--- src/rtl/pwr_seq_pkg.sv ---
`timescale 1ns/1ps
`default_nettype none
// +--------------------------------------------------------------------------+
// | pwr_seq_pkg : state encoding, default timing values, rail helper. Rev 1.0 |
// +--------------------------------------------------------------------------+
package pwr_seq_pkg;

    localparam int DEF_N_RAIL     = 3;
    localparam int DEF_STAGE_DLY  = 50_000_000;
    localparam int DEF_REL_DLY    = 1_000;
    localparam int DEF_PG_TIMEOUT = 5_000_000;

    typedef enum logic [2:0] {
        S_RST   = 3'd0,
        S_DLY   = 3'd1,
        S_PG    = 3'd2,
        S_REL   = 3'd3,
        S_ON    = 3'd4,
        S_DOWN  = 3'd5,
        S_OFF   = 3'd6,
        S_FAULT = 3'd7
    } state_t;

    function automatic int max3(input int a, input int b, input int c);
        int m;
        m = (a > b) ? a : b;
        return (m > c) ? m : c;
    endfunction

    // Drops the most significant set bit; used for reverse-order shutdown.
    function automatic logic [7:0] clear_highest(input logic [7:0] v);
        logic [7:0] r;
        logic       found;
        r     = v;
        found = 1'b0;
        for (int i = 7; i >= 0; i--) begin
            if (v[i] && !found) begin
                r[i]  = 1'b0;
                found = 1'b1;
            end
        end
        return r;
    endfunction

endpackage
`default_nettype wire

--- src/rtl/seq_timer.sv ---
`timescale 1ns/1ps
`default_nettype none
// +--------------------------------------------------------------------------+
// | seq_timer : loadable down-counter, saturates at zero, tc when zero. Rev 1.0|
// +--------------------------------------------------------------------------+
module seq_timer #(
    parameter int WIDTH = 8
) (
    input  logic             clk_in,
    input  logic             rst_n,
    input  logic             load,
    input  logic             en,
    input  logic [WIDTH-1:0] load_val,
    output logic             tc
);

    logic [WIDTH-1:0] count;

    always_ff @(posedge clk_in) begin
        if (!rst_n) begin
            count <= '0;
        end else if (load) begin
            count <= load_val;
        end else if (en && (count != '0)) begin
            count <= count - WIDTH'(1);
        end
    end

    assign tc = (count == '0);

endmodule
`default_nettype wire

--- src/rtl/power_seq_ctrl.sv ---
`timescale 1ns/1ps
`default_nettype none
// +--------------------------------------------------------------------------+
// | power_seq_ctrl : ordered rail power-up/down sequencer with reset release.  |
// | Define POWER_SEQ_PGOOD_EN to enable pgood checking. Rev 1.0                |
// +--------------------------------------------------------------------------+
module power_seq_ctrl
    import pwr_seq_pkg::*;
#(
    parameter int N_RAIL     = DEF_N_RAIL,
    parameter int STAGE_DLY  = DEF_STAGE_DLY,
    parameter int REL_DLY    = DEF_REL_DLY,
    parameter int PG_TIMEOUT = DEF_PG_TIMEOUT
) (
    input  logic              clk_in,
    input  logic              rst_n,
    input  logic [N_RAIL-1:0] pgood,
    input  logic              pwr_on,
    input  logic              pwr_off,
    input  logic              fault_clr,
    output logic [N_RAIL-1:0] rail_en,
    output logic              rst_out,
    output logic              done,
    output logic              fault
);

    localparam int KW   = (N_RAIL > 1) ? $clog2(N_RAIL) : 1;
    localparam int MAXD = max3(STAGE_DLY, REL_DLY, PG_TIMEOUT);
    localparam int CW   = $clog2(MAXD + 1);

    localparam logic [CW-1:0] LD_STAGE = CW'(STAGE_DLY - 1);
    localparam logic [CW-1:0] LD_REL   = CW'(REL_DLY - 1);
    localparam logic [CW-1:0] LD_PGTO  = CW'(PG_TIMEOUT - 1);
    localparam logic [KW-1:0] LAST     = KW'(N_RAIL - 1);

    state_t            state;
    logic [KW-1:0]     k;
    logic              tc;
    logic              tmr_load;
    logic [CW-1:0]     tmr_val;
    logic              pg_ok;
    logic              pg_to;
    logic              on_bad;
    logic [N_RAIL-1:0] rail_dn;

`ifdef POWER_SEQ_PGOOD_EN
    assign pg_ok  = pgood[k];
    assign pg_to  = tc;
    assign on_bad = ~&pgood;
`else
    logic unused_pgood;
    assign unused_pgood = ^pgood;
    assign pg_ok  = 1'b1;
    assign pg_to  = 1'b0;
    assign on_bad = 1'b0;
`endif

    assign rail_dn = N_RAIL'(clear_highest(8'(rail_en)));

    // The timer is reloaded on the same edge the state changes, so each
    // new state starts with a fresh count from its first cycle.
    always_comb begin
        tmr_load = 1'b1;
        tmr_val  = LD_STAGE;
        case (state)
            S_DLY: begin
                tmr_load = pwr_off | tc;
                if (!pwr_off) tmr_val = LD_PGTO;
            end
            S_PG: begin
                tmr_load = pwr_off | pg_ok | pg_to;
                if (!pwr_off && pg_ok && (k == LAST)) tmr_val = LD_REL;
            end
            S_REL:   tmr_load = pwr_off | tc;
            S_DOWN:  tmr_load = tc;
            default: tmr_load = 1'b1;
        endcase
    end

    seq_timer #(
        .WIDTH (CW)
    ) u_timer (
        .clk_in   (clk_in),
        .rst_n    (rst_n),
        .load     (tmr_load),
        .en       (1'b1),
        .load_val (tmr_val),
        .tc       (tc)
    );

    always_ff @(posedge clk_in) begin
        if (!rst_n) begin
            state   <= S_RST;
            k       <= '0;
            rail_en <= '0;
            rst_out <= 1'b1;
            done    <= 1'b0;
            fault   <= 1'b0;
        end else begin
            case (state)
                S_RST: begin
                    state <= S_DLY;
                    k     <= '0;
                end
                S_DLY: begin
                    if (pwr_off) begin
                        state <= (rail_en == '0) ? S_OFF : S_DOWN;
                    end else if (tc) begin
                        rail_en[k] <= 1'b1;
                        state      <= S_PG;
                    end
                end
                S_PG: begin
                    if (pwr_off) begin
                        state <= S_DOWN;
                    end else if (pg_ok) begin
                        if (k == LAST) begin
                            state <= S_REL;
                        end else begin
                            k     <= k + KW'(1);
                            state <= S_DLY;
                        end
                    end else if (pg_to) begin
                        rail_en <= '0;
                        rst_out <= 1'b1;
                        done    <= 1'b0;
                        fault   <= 1'b1;
                        state   <= S_FAULT;
                    end
                end
                S_REL: begin
                    if (pwr_off) begin
                        state <= S_DOWN;
                    end else if (tc) begin
                        rst_out <= 1'b0;
                        done    <= 1'b1;
                        state   <= S_ON;
                    end
                end
                S_ON: begin
                    // A lost rail outranks an orderly shutdown request.
                    if (on_bad) begin
                        rail_en <= '0;
                        rst_out <= 1'b1;
                        done    <= 1'b0;
                        fault   <= 1'b1;
                        state   <= S_FAULT;
                    end else if (pwr_off) begin
                        rst_out <= 1'b1;
                        done    <= 1'b0;
                        state   <= S_DOWN;
                    end
                end
                S_DOWN: begin
                    if (tc) begin
                        rail_en <= rail_dn;
                        if (rail_dn == '0) state <= S_OFF;
                    end
                end
                S_OFF: begin
                    if (pwr_on) begin
                        k     <= '0;
                        state <= S_DLY;
                    end
                end
                S_FAULT: begin
                    if (fault_clr) begin
                        fault <= 1'b0;
                        state <= S_OFF;
                    end
                end
                default: state <= S_RST;
            endcase
        end
    end

endmodule
`default_nettype wire

--- config.mk ---
export PLATFORM = sky130hd
export DESIGN_NAME = power_seq_ctrl
export DESIGN_NICKNAME = d
export VERILOG_FILES = /design/src/rtl/pwr_seq_pkg.sv /design/src/rtl/seq_timer.sv /design/src/rtl/power_seq_ctrl.sv
export SDC_FILE = /design/constraint.sdc
export NUM_CORES = 1
export LEC_CHECK = 0
export CAP_MARGIN = 20
export CORE_MARGIN = 3
export CORE_UTILIZATION = 45
export CTS_CLUSTER_SIZE = 40
export DETAILED_ROUTE_END_ITERATION = 12
export PLACE_DENSITY_LB_ADDON = 0.15
export RECOVER_POWER = 25
export SYNTH_ARGS = -nofsm -noshare
export SYNTH_HDL_FRONTEND = slang
export SYNTH_HIERARCHICAL = 1
export SYNTH_SLANG_ARGS = --single-unit
--- constraint.sdc ---
create_clock -name clk_in -period 2.7 [get_ports clk_in]
set_input_delay 0.81 -clock clk_in [delete_from_list [all_inputs] [get_ports clk_in]]
set_output_delay 0.81 -clock clk_in [all_outputs]
set_load 0.05 [all_outputs]
==> flow_summary.toml, run 1 <==
[status]
status = "finished clean"

[floorplan]
start_util = 0.486
fp.dieH_um = 76.2
rows = 24
dieWidth_um = 76.2
die_area_um2 = 5810
num_io_pins = 14
fp.coreArea_um2 = 4560

[sta]
min_period_over_period = 0.963
timing_hold_violations_final = 0
layout_setup_ws_ps = 99.9
rsz0062_at_grt = "false"
fin_worst_skew_ps = 10.1
setup_violations = 0
worst_slew_pin_slew_ps = 1110
max_freq_mhz = 385
maxSlewHeadroom = 0.262
hold_ws_ps = 448
slew_viol_final = 0
finalCriticalPeriod_ps = 2600

[drt]
totalWireLength_mm = 5.18
drtIter0Drc = 116
routed_via_density = 5.68
wl_per_cell_um = 13.8
antenna_left = 0
drtPass1Iterations = 4
vias = 2124
drc_errors = 0

[yosys]
ys_seq_area_frac = 0.325
synth_ff_type = "dfxtp_1"
synth_xor_area_frac = 0.0316
synth_top_family_by_area = "compound AO/OA/AOI/OAI gates"
ys_seq_elements = 36
synthMuxAreaShare = 0.0180
synthArstFlopShare = 0
yosys_warnings = 6
synth_edf_count = 0
synth_area_um2 = 2220
synth_compound_area_frac = 0.267
netlist_instances = 274
synthAdderAreaFrac = 0.0271
synthSimpleGateAreaFrac = 0.264
synth_area_per_cell_um2 = 8.10
synth_cell_type_count = 55

[clock_network]
clock-root-buffer = "clkbuf_8"
clk_latency_ps = 300
cts_tree = "done"
holdBufCountCts = 0
cts_buffers = 5
post-cts-setup-buffers = 0
cts_max_level = 2
cts.clk_slew.worst_paths_ps = 80
clk_path_buf_depth = 2
cts.sinks = 36

[flow_run]
maxCapViolations = 0

[placement]
numPortBuffers = 9
routabilityCongestion = 0.788
post-place-ws_ps = 16.3
dp_hpwl_mm = 3.73
dp.cells = 366

[power]
total_power_mw = 1.86
p_int_mw = 1.20
seqPwrFrac = 0.391
clkPwrFrac = 0.258
power.density_nw_per_um2 = 690
power_leakage_nw = 0.990
p_sw_frac = 0.354
switchingPower_mw = 0.658
p_comb_frac = 0.350
vdd_drop_max_v = 0.000485

[critical_path]
rrSetupSlack_ps = 100
critPathBufInv = 1
end_kind = "flip-flop"
path_class = "reg2reg"
slowest_delay_ps = 490
r2r-end = "u_timer/count[22]"
crit_fanout = 3
crit_arrival_ps = 2790
reg2regPathDepth = 7
r2r-start = "u_timer/count[0]"
cpMaxStageDelayCell = "or4_4"
start_kind = "flip-flop"
crit_family = "simple AND/OR/NAND/NOR gates"
crit_required_ps = 2890
crit_path_frequent_cell = "or4_4"
path_cells = "inv_2, ha_4, or4b_4, or4_4, or4_4, o31a_1, o311a_1"

[layout]
antenna_cells = 0
syn_to_final_growth_pct = 21.4
fill_cells = 438
layout.nets = 320
layout-drive-gt1-share = 0.178
stdcell_count = 374
utilization = 0.590

[grt]
grt_pass1_vias = 1866
grt_pass1_wl_mm = 8.66
grt_overflow = 0
grt_usage = 0.180
grt_max_degree = 43
antenna_found_initial = 0

[hold_path]
hold_end = "done"
worstHoldPathCells = 2
hold_start = "done"
hold_path_class = "reg2reg"
-- Yosys cell counts, types with 5 or more instances --
master	instances	area share
a211oi_1	6	0.020
a21oi_1	17	0.038
a31oi_1	9	0.025
clkbuf_1	13	0.022
dfxtp_1	36	0.32
inv_1	12	0.020
nand2_1	5	0.0085
nand2b_1	9	0.025
nand3_1	5	0.011
nand4_1	5	0.014
nor2_1	13	0.022
nor2b_1	6	0.017
nor3_1	11	0.025
nor4_1	6	0.017
o21ai_0	27	0.061
or3_1	10	0.028
or4_1	8	0.027
xnor2_1	8	0.032
-- final cells by class --
class,instances,area (µm²),area share
Clock buffer,5,68.8,0.0255
Clock inverter,3,42.5,0.0158
Inverter,15,56.3,0.0209
Multi-Input combinational cell,214,1430,0.529
Sequential cell,36,722,0.268
Tap cell,65,81.3,0.0302
Timing Repair Buffer,36,298,0.111
-- placed cells by master (no fill, tap or decap), types with 6 or more instances in the layout --
cell / netlist / routed
o21ai_0: 27 / 27
nand2b_1: 9 / 9
nor2_1: 13 / 12
clkdlybuf4s50_1: 0 / 6
a211oi_1: 6 / 6
nor3_1: 11 / 11
dfxtp_1: 36 / 35
conb_1: 2 / 12
buf_4: 3 / 24
xnor2_1: 8 / 8
or3_1: 10 / 10
inv_1: 12 / 11
a21oi_1: 17 / 17
nor2b_1: 6 / 6
a31oi_1: 9 / 9
nor4_1: 6 / 6
-- per-layer routing --
layer  vias up  part of all wire  GRT usage
li1       1082                 -          -
met1      1012              0.50      0.245
met2        26              0.46      0.282
met3         4             0.031     0.0319
met4         0             0.010     0.0670
met5         -                 0          0
-- worst register-to-register path, delay by kind of cell, from the launching register on --
family | cells | cell delay, ps
adders and majority gates | 1 | 130
DFF | 1 | 330
buffers and inverters | 1 | 80
AOI/OAI and AO/OA | 2 | 570
and+or+nand+nor | 3 | 1400
-- stage by stage --
stage | area [µm²] | setup TNS [ps]
floorplan | 2270 | -82.5
global placement | 2570 | 0
detailed placement | 2570 | 0
CTS | 2680 | 0
global route | 2690 | 0
finish | 2690 | 0
-- state kept, by name (all words and copies together) (netlist names) --
register and cells:
state 3, k 2, rail_en 3, u_timer/count 26, done 1, rst_out 1
-- cells by family after synthesis --
family,Yosys count
AND/OR/NAND/NOR,97
adder cells (fa/ha/maj),5
other,2
XOR/XNOR,8
multiplexers,4
flip-flops,36
AO/OA/AOI/OAI,88
buffers and inverters,34
-- what timing repair did --
action / in CTS / in global routing
gates resized for setup: 0 / 7
setup endpoints to repair: 0 / 15
hold endpoints to repair: 0 / 0
-- power by group through the flow --
stage / Combinational, mW / Clock (mW) / Sequential [mW]
6_report: 0.651 / 0.480 / 0.727
3_3_place_gp: 0.629 / 0 / 0.736
5_1_grt: 0.723 / 0.507 / 0.744
2_1_floorplan: 0.494 / 0 / 0.693
4_1_cts: 0.643 / 0.490 / 0.726
3_5_place_dp: 0.639 / 0 / 0.737
-- how the worst max path moves through the flow --
stage	slack, ps	start	endpoint	depth (start not counted)
floorplan	-80	u_timer/count[0]	u_timer/count[22]	9
global placement	60	u_timer/count[0]	u_timer/count[22]	7
detailed placement	20	u_timer/count[0]	u_timer/count[22]	7
CTS	20	u_timer/count[0]	u_timer/count[22]	7
global route	9	u_timer/count[0]	u_timer/count[22]	7
finish	100	u_timer/count[0]	u_timer/count[22]	7
(Power assumes the default switching activity.)
==> inputs of run 2 (changes only) <==
--- a/config.mk
+++ b/config.mk
@@ -7,11 +7,12 @@
 export LEC_CHECK = 0
 export CAP_MARGIN = 20
 export CORE_MARGIN = 3
-export CORE_UTILIZATION = 45
+export CORE_UTILIZATION = 53
 export CTS_CLUSTER_SIZE = 40
 export DETAILED_ROUTE_END_ITERATION = 12
 export PLACE_DENSITY_LB_ADDON = 0.15
 export RECOVER_POWER = 25
+export SKIP_CTS_REPAIR_TIMING = 1
 export SYNTH_ARGS = -nofsm -noshare
 export SYNTH_HDL_FRONTEND = slang
 export SYNTH_HIERARCHICAL = 1
==> run 2 against run 1 <==
Cell area is 0.28% higher. Clock skew shrank 1.9 ps. Die area decreased by 14%. Utilization rose by 11 points. Clock power fell by 16%. Sequential cell count stayed put. Via count is 2.4% higher. Total power shrank 2.0%. Hold slack worse by 1.5 ps. Cell count is 3.5% lower. Sequential share of layout area fell by 0.075 points. Setup slack worse by 18 ps.
==> flow_summary.toml, run 2 (synthesized netlist as in run 1, its figures left out) <==
[floorplan]
die_area_um2 = 5000
start_util = 0.576
fp.coreArea_um2 = 3850
num_io_pins = 14
fp.dieH_um = 70.7
rows = 22
dieWidth_um = 70.7

[critical_path]
crit_arrival_ps = 2850
crit_fanout = 5
crit_required_ps = 2930
start_kind = "flip-flop"
end_kind = "flip-flop"
path_class = "reg2reg"

[drt]
antenna_left = 0
totalWireLength_mm = 5.40
vias = 2175
drtPass1Iterations = 5
drc_errors = 0
wl_per_cell_um = 15.0
drtIter0Drc = 155
routed_via_density = 6.02

[grt]
grt_pass1_vias = 1857
grt_usage = 0.222
grt_pass1_wl_mm = 9.00
antenna_found_initial = 0
grt_overflow = 0
grt_max_degree = 43

[sta]
fin_worst_skew_ps = 8.19
max_freq_mhz = 382
timing_hold_violations_final = 0
maxSlewHeadroom = 0.311
slew_viol_final = 0
finalCriticalPeriod_ps = 2620
fin_setup_tns_ps = 0
layout_setup_ws_ps = 81.9
setup_violations = 0
min_period_over_period = 0.970
worst_slew_pin_slew_ps = 1030

[layout]
largest_register_ffs = 26
top_regs = "u_timer/count (26), rail_en (3), state (3)"
final_area_um2 = 2700
regMostFlops = "u_timer/count"
syn_to_final_growth_pct = 21.8
fill_cells = 322
antenna_cells = 0
layout_commonest_cell = "dfxtp_1"
utilization = 0.701
layout.nets = 324
mostFrequentLayoutCells = "dfxtp_1 (35), buf_4 (28), o21ai_0 (26)"
layout-drive-gt1-share = 0.188

[placement]
post-place-ws_ps = 8.19
numPortBuffers = 9
dp_hpwl_mm = 3.91
placed_area_um2 = 2550
routabilityCongestion = 0.832

[clock_network]
clk_latency_ps = 300
cts.clk_slew.worst_paths_ps = 70
cts_buffers = 5
cts_tree = "done"
clk_path_buf_depth = 2
cts.sinks = 36
clock-root-buffer = "clkbuf_8"
cts_max_level = 2

[power]
power_leakage_nw = 1.00
total_power_mw = 1.82
power.density_nw_per_um2 = 674
vdd_drop_max_v = 0.000384

[hold_path]
hold_path_class = "reg2reg"

[status]
status = "finished clean"

[flow_run]
maxCapViolations = 0
==> run 2: final timing paths <==
path | startpoint | end | slack [ps] | cells after the start
worst min-delay path | done | done | 450 | 2
worst min register to register | done | done | 450 | 2
worst max-delay path | u_timer/count[0] | state[1] | 80 | 9
worst max register to register | u_timer/count[0] | state[1] | 80 | 9
==> run 2: critical path: stages (launching register included) <==
cell,delay [ps]
dfxtp_2,320
inv_2,80
ha_4,130
or4b_4,470
or4_4,550
nor2_4,190
mux2i_1,90
a21o_1,200
a221oi_4,310
mux2i_1,220
==> run 2: per-stage QoR <==
| stage | instances | hold WS, ps |
|---|---|---|
| 6_report | 361 | 446 |
| 5_1_grt | 361 | 467 |
| 4_1_cts | 358 | 451 |
| 3_5_place_dp | 350 | 440 |
| 3_3_place_gp | 350 | 436 |
| 2_1_floorplan | 284 | 457 |
==> run 2: area by class of cell <==
class / instances / area [µm²] / area share
Multi-Input combinational cell: 214 / 1440 / 0.532
Inverter: 15 / 56.3 / 0.0208
Clock buffer: 8 / 90.1 / 0.0333
Sequential cell: 36 / 722 / 0.267
Tap cell: 48 / 60.1 / 0.0222
Timing Repair Buffer: 40 / 335 / 0.124
==> run 2: routing by layer <==
| layer | routed length [µm] | GRT usage | share of wire |
|---|---|---|---|
| met2 | 2370 | 0.298 | 0.44 |
| met5 | 0 | 0 | 0 |
| met4 | 91 | 0.0960 | 0.017 |
| met3 | 287 | 0.0412 | 0.053 |
| met1 | 2650 | 0.341 | 0.49 |
==> run 2: report_power, final <==
group | switching, mW | internal (mW) | leakage (nW)
Clock | 0.193 | 0.208 | 0.0455
Combinational | 0.363 | 0.327 | 0.659
Sequential | 0.104 | 0.624 | 0.299
Total | 0.661 | 1.16 | 1.00
